File: config.mk
export PLATFORM = sky130hd
export DESIGN_NAME = fetch_stage
export DESIGN_NICKNAME = d
export VERILOG_FILES = /design/src/rtl/fetch_stage.sv
export SDC_FILE = /design/constraint.sdc
export NUM_CORES = 1
export LEC_CHECK = 0
export BUFFER_PORTS_ARGS = -buffer_cell sky130_fd_sc_hd__buf_2
export CAP_MARGIN = 20
export CORE_ASPECT_RATIO = 1.25
export CORE_MARGIN = 2
export CORE_UTILIZATION = 40
export CTS_BUF_LIST = sky130_fd_sc_hd__clkbuf_16
export DETAILED_ROUTE_END_ITERATION = 6
export HOLD_SLACK_MARGIN = 0.12
export PLACE_DENSITY = 0.78
export SLEW_MARGIN = 10
export SYNTH_ARGS = -nofsm -noshare
export SYNTH_HDL_FRONTEND = slang
export SYNTH_SLANG_ARGS = --single-unit
File: constraint.sdc
create_clock -name clk -period 2.4 [get_ports clk]
set_clock_uncertainty 0.15 [all_clocks]
set_input_delay 0.48 -clock clk [delete_from_list [all_inputs] [get_ports clk]]
set_output_delay 0.48 -clock clk [all_outputs]
set_load 0.02 [all_outputs]
File: src/rtl/fetch_stage.sv
// Instruction fetch stage: PC register, IF/ID pipeline register and RUN/HALTED(/FAULT) control.
// Optional fetch bounds/alignment checking is enabled by defining FETCH_BOUNDS_CHECK_EN.
module fetch_stage #(
    parameter int unsigned           A_WIDTH  = 32,
    parameter logic [A_WIDTH-1:0]    RESET_PC = 32'hBFC00000,
    parameter logic [A_WIDTH-1:0]    ROM_TOP  = 32'hBFC00FFC
) (
    input  logic                 clk,
    input  logic                 rst,
    input  logic                 stall,
    input  logic                 redirect_en,
    input  logic [A_WIDTH-1:0]   redirect_pc,
    output logic [A_WIDTH-1:0]   imem_addr,
    input  logic [31:0]          imem_data,
    output logic [31:0]          instr_d,
    output logic [A_WIDTH-1:0]   pc_d,
    output logic [A_WIDTH-1:0]   pc_plus4_d,
    output logic                 valid_d,
    output logic                 halted,
    output logic                 fault
);

`ifdef FETCH_BOUNDS_CHECK_EN
    typedef enum logic [1:0] {
        RUN    = 2'd0,
        HALTED = 2'd1,
        FAULT  = 2'd2
    } state_t;
`else
    typedef enum logic [1:0] {
        RUN    = 2'd0,
        HALTED = 2'd1
    } state_t;
`endif

    localparam logic [31:0]        EBREAK  = 32'h00100073;
    localparam logic [A_WIDTH-1:0] PC_STEP = A_WIDTH'(32'd4);

    // A fetch is legal only when word aligned and inside the instruction ROM window.
    function automatic logic pc_legal(input logic [A_WIDTH-1:0] pc);
        return (pc[1:0] == 2'b00) && (pc >= RESET_PC) && (pc <= ROM_TOP);
    endfunction

    state_t               state_r, state_s;
    logic [A_WIDTH-1:0]   pc_r, pc_s;
    logic [A_WIDTH-1:0]   pc_plus4_s;
    logic [31:0]          instr_r, instr_s;
    logic [A_WIDTH-1:0]   pc_d_r, pc_d_s;
    logic [A_WIDTH-1:0]   pc_plus4_d_r, pc_plus4_d_s;
    logic                 valid_r, valid_s;
    logic                 halted_r;
    logic                 fetch_ok_s;

    assign pc_plus4_s = pc_r + PC_STEP;

`ifdef FETCH_BOUNDS_CHECK_EN
    logic fault_r;
    assign fetch_ok_s = pc_legal(pc_r);
`else
    assign fetch_ok_s = 1'b1;
`endif

    // Next-state and next IF/ID contents; redirect beats stall beats advance.
    always_comb begin
        state_s      = state_r;
        pc_s         = pc_r;
        instr_s      = instr_r;
        pc_d_s       = pc_d_r;
        pc_plus4_d_s = pc_plus4_d_r;
        valid_s      = valid_r;
        case (state_r)
            RUN: begin
                if (redirect_en) begin
                    pc_s    = redirect_pc;
                    valid_s = 1'b0;
                end else if (stall) begin
                    valid_s = valid_r;
                end else if (!fetch_ok_s) begin
`ifdef FETCH_BOUNDS_CHECK_EN
                    state_s = FAULT;
`else
                    state_s = RUN;
`endif
                    valid_s = 1'b0;
                end else begin
                    instr_s      = imem_data;
                    pc_d_s       = pc_r;
                    pc_plus4_d_s = pc_plus4_s;
                    valid_s      = 1'b1;
                    // ebreak is delivered downstream but the PC stays on it.
                    if (imem_data == EBREAK) begin
                        state_s = HALTED;
                    end else begin
                        pc_s = pc_plus4_s;
                    end
                end
            end
            HALTED: begin
                valid_s = 1'b0;
            end
`ifdef FETCH_BOUNDS_CHECK_EN
            FAULT: begin
                valid_s = 1'b0;
            end
`endif
            default: begin
                state_s = RUN;
                valid_s = 1'b0;
            end
        endcase
    end

    // State, PC and IF/ID register update with synchronous reset.
    always_ff @(posedge clk) begin
        if (rst) begin
            state_r      <= RUN;
            pc_r         <= RESET_PC;
            instr_r      <= 32'h00000000;
            pc_d_r       <= '0;
            pc_plus4_d_r <= '0;
            valid_r      <= 1'b0;
            halted_r     <= 1'b0;
        end else begin
            state_r      <= state_s;
            pc_r         <= pc_s;
            instr_r      <= instr_s;
            pc_d_r       <= pc_d_s;
            pc_plus4_d_r <= pc_plus4_d_s;
            valid_r      <= valid_s;
            halted_r     <= (state_s == HALTED);
        end
    end

`ifdef FETCH_BOUNDS_CHECK_EN
    // Fault flag registered alongside the state it reflects.
    always_ff @(posedge clk) begin
        if (rst) begin
            fault_r <= 1'b0;
        end else begin
            fault_r <= (state_s == FAULT);
        end
    end
    assign fault = fault_r;
`else
    assign fault = 1'b0;
`endif

    assign imem_addr  = pc_r;
    assign instr_d    = instr_r;
    assign pc_d       = pc_d_r;
    assign pc_plus4_d = pc_plus4_d_r;
    assign valid_d    = valid_r;
    assign halted     = halted_r;

endmodule

==> results.py <==
metrics = {
    "clock_tree": {
        "cts_setup_buffers": 0,
        "cts_tree": "done",
        "clkTransAtPathRegs_ps": 60,
        "insertion_delay_ps": 420,
        "cts_resized": 0,
        "cts-buffers-inserted": 17,
        "clockBufferDepth": 2,
        "cts_root_buf": "clkbuf_16",
        "numClockSinks": 130,
        "holdBufCountCts": 0,
        "h-tree-depth": 4,
    },
    "pwr": {
        "intPower_mw": 4.21,
        "leakagePower_nw": 3.27,
        "ir_worst_vdd_uv": 379,
        "pwr-share-seq": 0.411,
        "clkPwrFrac": 0.469,
        "power_density_nw_per_um2": 739,
        "combPwrFrac": 0.120,
        "p_switching_mw": 1.42,
        "switching_share": 0.252,
    },
    "cells_and_area": {
        "final_core_util": 0.548,
        "area_growth_pct": 33.0,
        "antenna_cells": 0,
        "drive_above_1_share": 0.297,
        "finalNonFillerCells": 1108,
        "layout.nets": 989,
    },
    "setup_path": {
        "required_ps": 2590,
        "timing.rr.start": "imem_addr[2]$_SDFFE_PP0P_",
        "cp-end-kind": "register",
        "arrival_ps": 2450,
        "ff2ff_setup_slack_ps": 140,
        "crit_fanout": 6,
        "r2r-end": "imem_addr[20]$_SDFFE_PP0P_",
        "start_kind": "register",
        "r2r_cells": 7,
        "crit_type": "reg -> reg",
    },
    "timing": {
        "hold_violations": 0,
        "max_freq_mhz": 443,
        "finalCriticalPeriod_ps": 2260,
        "slew_violations": 0,
        "setup_tns_ps": 0,
        "grt_setup_unrepaired": "no",
        "fin_crit_sh": 0.941,
        "whs_ps": 165,
        "finalSetupViolCount": 0,
    },
    "floorplanning": {
        "die_area_um2": 15300,
        "fp.coreArea_um2": 13900,
        "placementRows": 48,
        "die_h_um": 138,
        "num_io_pins": 199,
        "fp.dieW_um": 111,
        "start_util": 0.412,
    },
    "synthesis": {
        "synth_area_um2": 5720,
        "synth_area_leader_cell": "dfxtp_1",
        "yosysUniqueCellTypes": 49,
        "synthCells": 733,
        "synth_top_area_frac": 0.455,
        "ys_seq_elements": 130,
        "synthArstFlopShare": 0,
        "ys_top_cells_by_area": "dfxtp_1, nand2_1, a21oi_1, nor2_1, clkbuf_1",
        "synth_edf_count": 0,
        "synthMostInstantiatedCell": "nand2_1",
        "synth_seq_area_share": 0.455,
        "synth_flop_cell": "dfxtp_1",
        "synthTopCellsByCount": "nand2_1, dfxtp_1, a21oi_1",
        "synth_warnings": 0,
        "synth_area_per_cell_um2": 7.80,
    },
    "global_route": {
        "overflow": 0,
        "grt_usage": 0.216,
        "grt_pass1_wl_um": 26600,
        "grt_max_degree": 73,
        "antenna_found_initial": 1,
        "grt_pass1_vias": 5320,
    },
    "detailed_routing": {
        "viasPerCell": 5.25,
        "wl_per_cell_um": 15.2,
        "drt_iter0_markers": 577,
        "wirelength_um": 16800,
        "drc_errors": 0,
        "firstDrtPassIters": 7,
        "drtAntennaViolNets": 0,
        "num_vias": 5813,
    },
    "status": {
        "outcome": "finished, final reports clean",
    },
    "worst_hold_path": {
        "min_path_type": "in -> reg",
        "hold_start": "imem_data[20]",
        "hold_path_depth": 3,
        "whs_endpoint": "instr_d[20]$_SDFFE_PP0P_",
    },
    "place": {
        "dp_cells": 1076,
        "io_buffers": 197,
        "gp_congestion": 0.882,
        "hpwl_um": 11800,
    },
    "job": {
        "cap_violations": 0,
    },
}
==> layout make-up <==
type | count | area (um2)
Sequential cell | 130 | 2600
Inverter | 4 | 15.0
Tap cell | 175 | 219
Clock inverter | 15 | 175
Clock buffer | 17 | 425
Timing Repair Buffer | 235 | 1340
Fill cell | 1316 | 6270
Multi-Input combinational cell | 532 | 2830
==> worst max-delay path by stage <==
stage | from | endpoint | slack (ps) | depth (start not counted)
finish | imem_addr[2]$_SDFFE_PP0P_ | imem_addr[20]$_SDFFE_PP0P_ | 140 | 7
global route | imem_addr[2]$_SDFFE_PP0P_ | imem_addr[20]$_SDFFE_PP0P_ | 9 | 7
CTS | imem_addr[2]$_SDFFE_PP0P_ | imem_addr[20]$_SDFFE_PP0P_ | 130 | 7
detailed placement | imem_data[2] | imem_addr[19]$_SDFFE_PP0P_ | 90 | 8
global placement | imem_data[27] | imem_addr[19]$_SDFFE_PP0P_ | 70 | 9
floorplan | imem_addr[2]$_SDFFE_PP0P_ | imem_addr[20]$_SDFFE_PP0P_ | 110 | 7
==> per-stage QoR <==
step           total power [mW]  cell area (um2)  worst slack [ps]
6_report                   5.62             7610               141
2_1_floorplan              2.75             5720               109
3_5_place_dp               3.03             7010              87.3
3_3_place_gp               3.02             7010              68.2
5_1_grt                    5.84             7610              9.30
4_1_cts                    5.68             7610               126
==> cells by family (layout without fill, tap and decap cells) <==
kind of cell / count (synthesis) / in the layout / share of synthesized area
xor+xnor: 28 / 28 / 0.0429
fa+ha+maj: 1 / 1 / 0.00219
mux: 2 / 2 / 0.00350
buf+inv: 72 / 271 / 0.0536
compound gates: 189 / 189 / 0.195
flops: 130 / 130 / 0.455
simple gates: 310 / 310 / 0.248
other cells: 1 / 2 / 0.000656
==> cells in the final DEF, fill, tap and decap left out, types with 3 or more instances in the layout <==
cell type	Yosys	final
a211oi_1	23	23
a21oi_1	100	100
a22o_1	5	5
a2bb2oi_1	3	3
a31oi_1	5	5
and3_1	9	9
buf_12	0	5
buf_2	8	196
buf_4	6	34
bufinv_16	0	4
clkbuf_16	0	17
clkinv_1	0	3
clkinvlp_4	0	3
dfxtp_1	130	130
inv_1	4	7
nand2_1	180	180
nand3_1	12	11
nand4_1	8	8
nor2_1	62	62
nor3_1	12	12
nor4_1	6	5
nor4b_1	3	3
o21ai_0	32	32
o31ai_1	5	5
xnor2_1	17	17
xor2_1	11	11
==> power by group through the flow <==
stage | clock network [mW] | logic (mW) | registers, mW
floorplan | 0 | 0.297 | 2.46
finish | 2.64 | 0.674 | 2.31
detailed placement | 0 | 0.675 | 2.36
global placement | 0 | 0.666 | 2.35
CTS | 2.69 | 0.678 | 2.31
global route | 2.79 | 0.737 | 2.32
==> critical path, cell delays in order, from the launching register on <==
cell and delay (ps):
dfxtp_1 340, ha_1 350, nand4_4 210, nor4_4 430, nand3_2 120, xor2_1 160, a211o_1 300, a21oi_1 130
==> flip-flops by register name, summed over array words and instances, names as in the netlist <==
name	cells
valid_d	1
state_r	2
pc_plus4_d	30
halted	1
instr_d	32
pc_d	32
imem_addr	32
==> metal layers <==
layer  routed length [um]  global-route usage
met5                   11                   0
met4                  271              0.0785
met3                 1100              0.0532
met2                 8490               0.379
met1                 6970               0.258
Note: power is estimated with default switching activity, not from simulation.
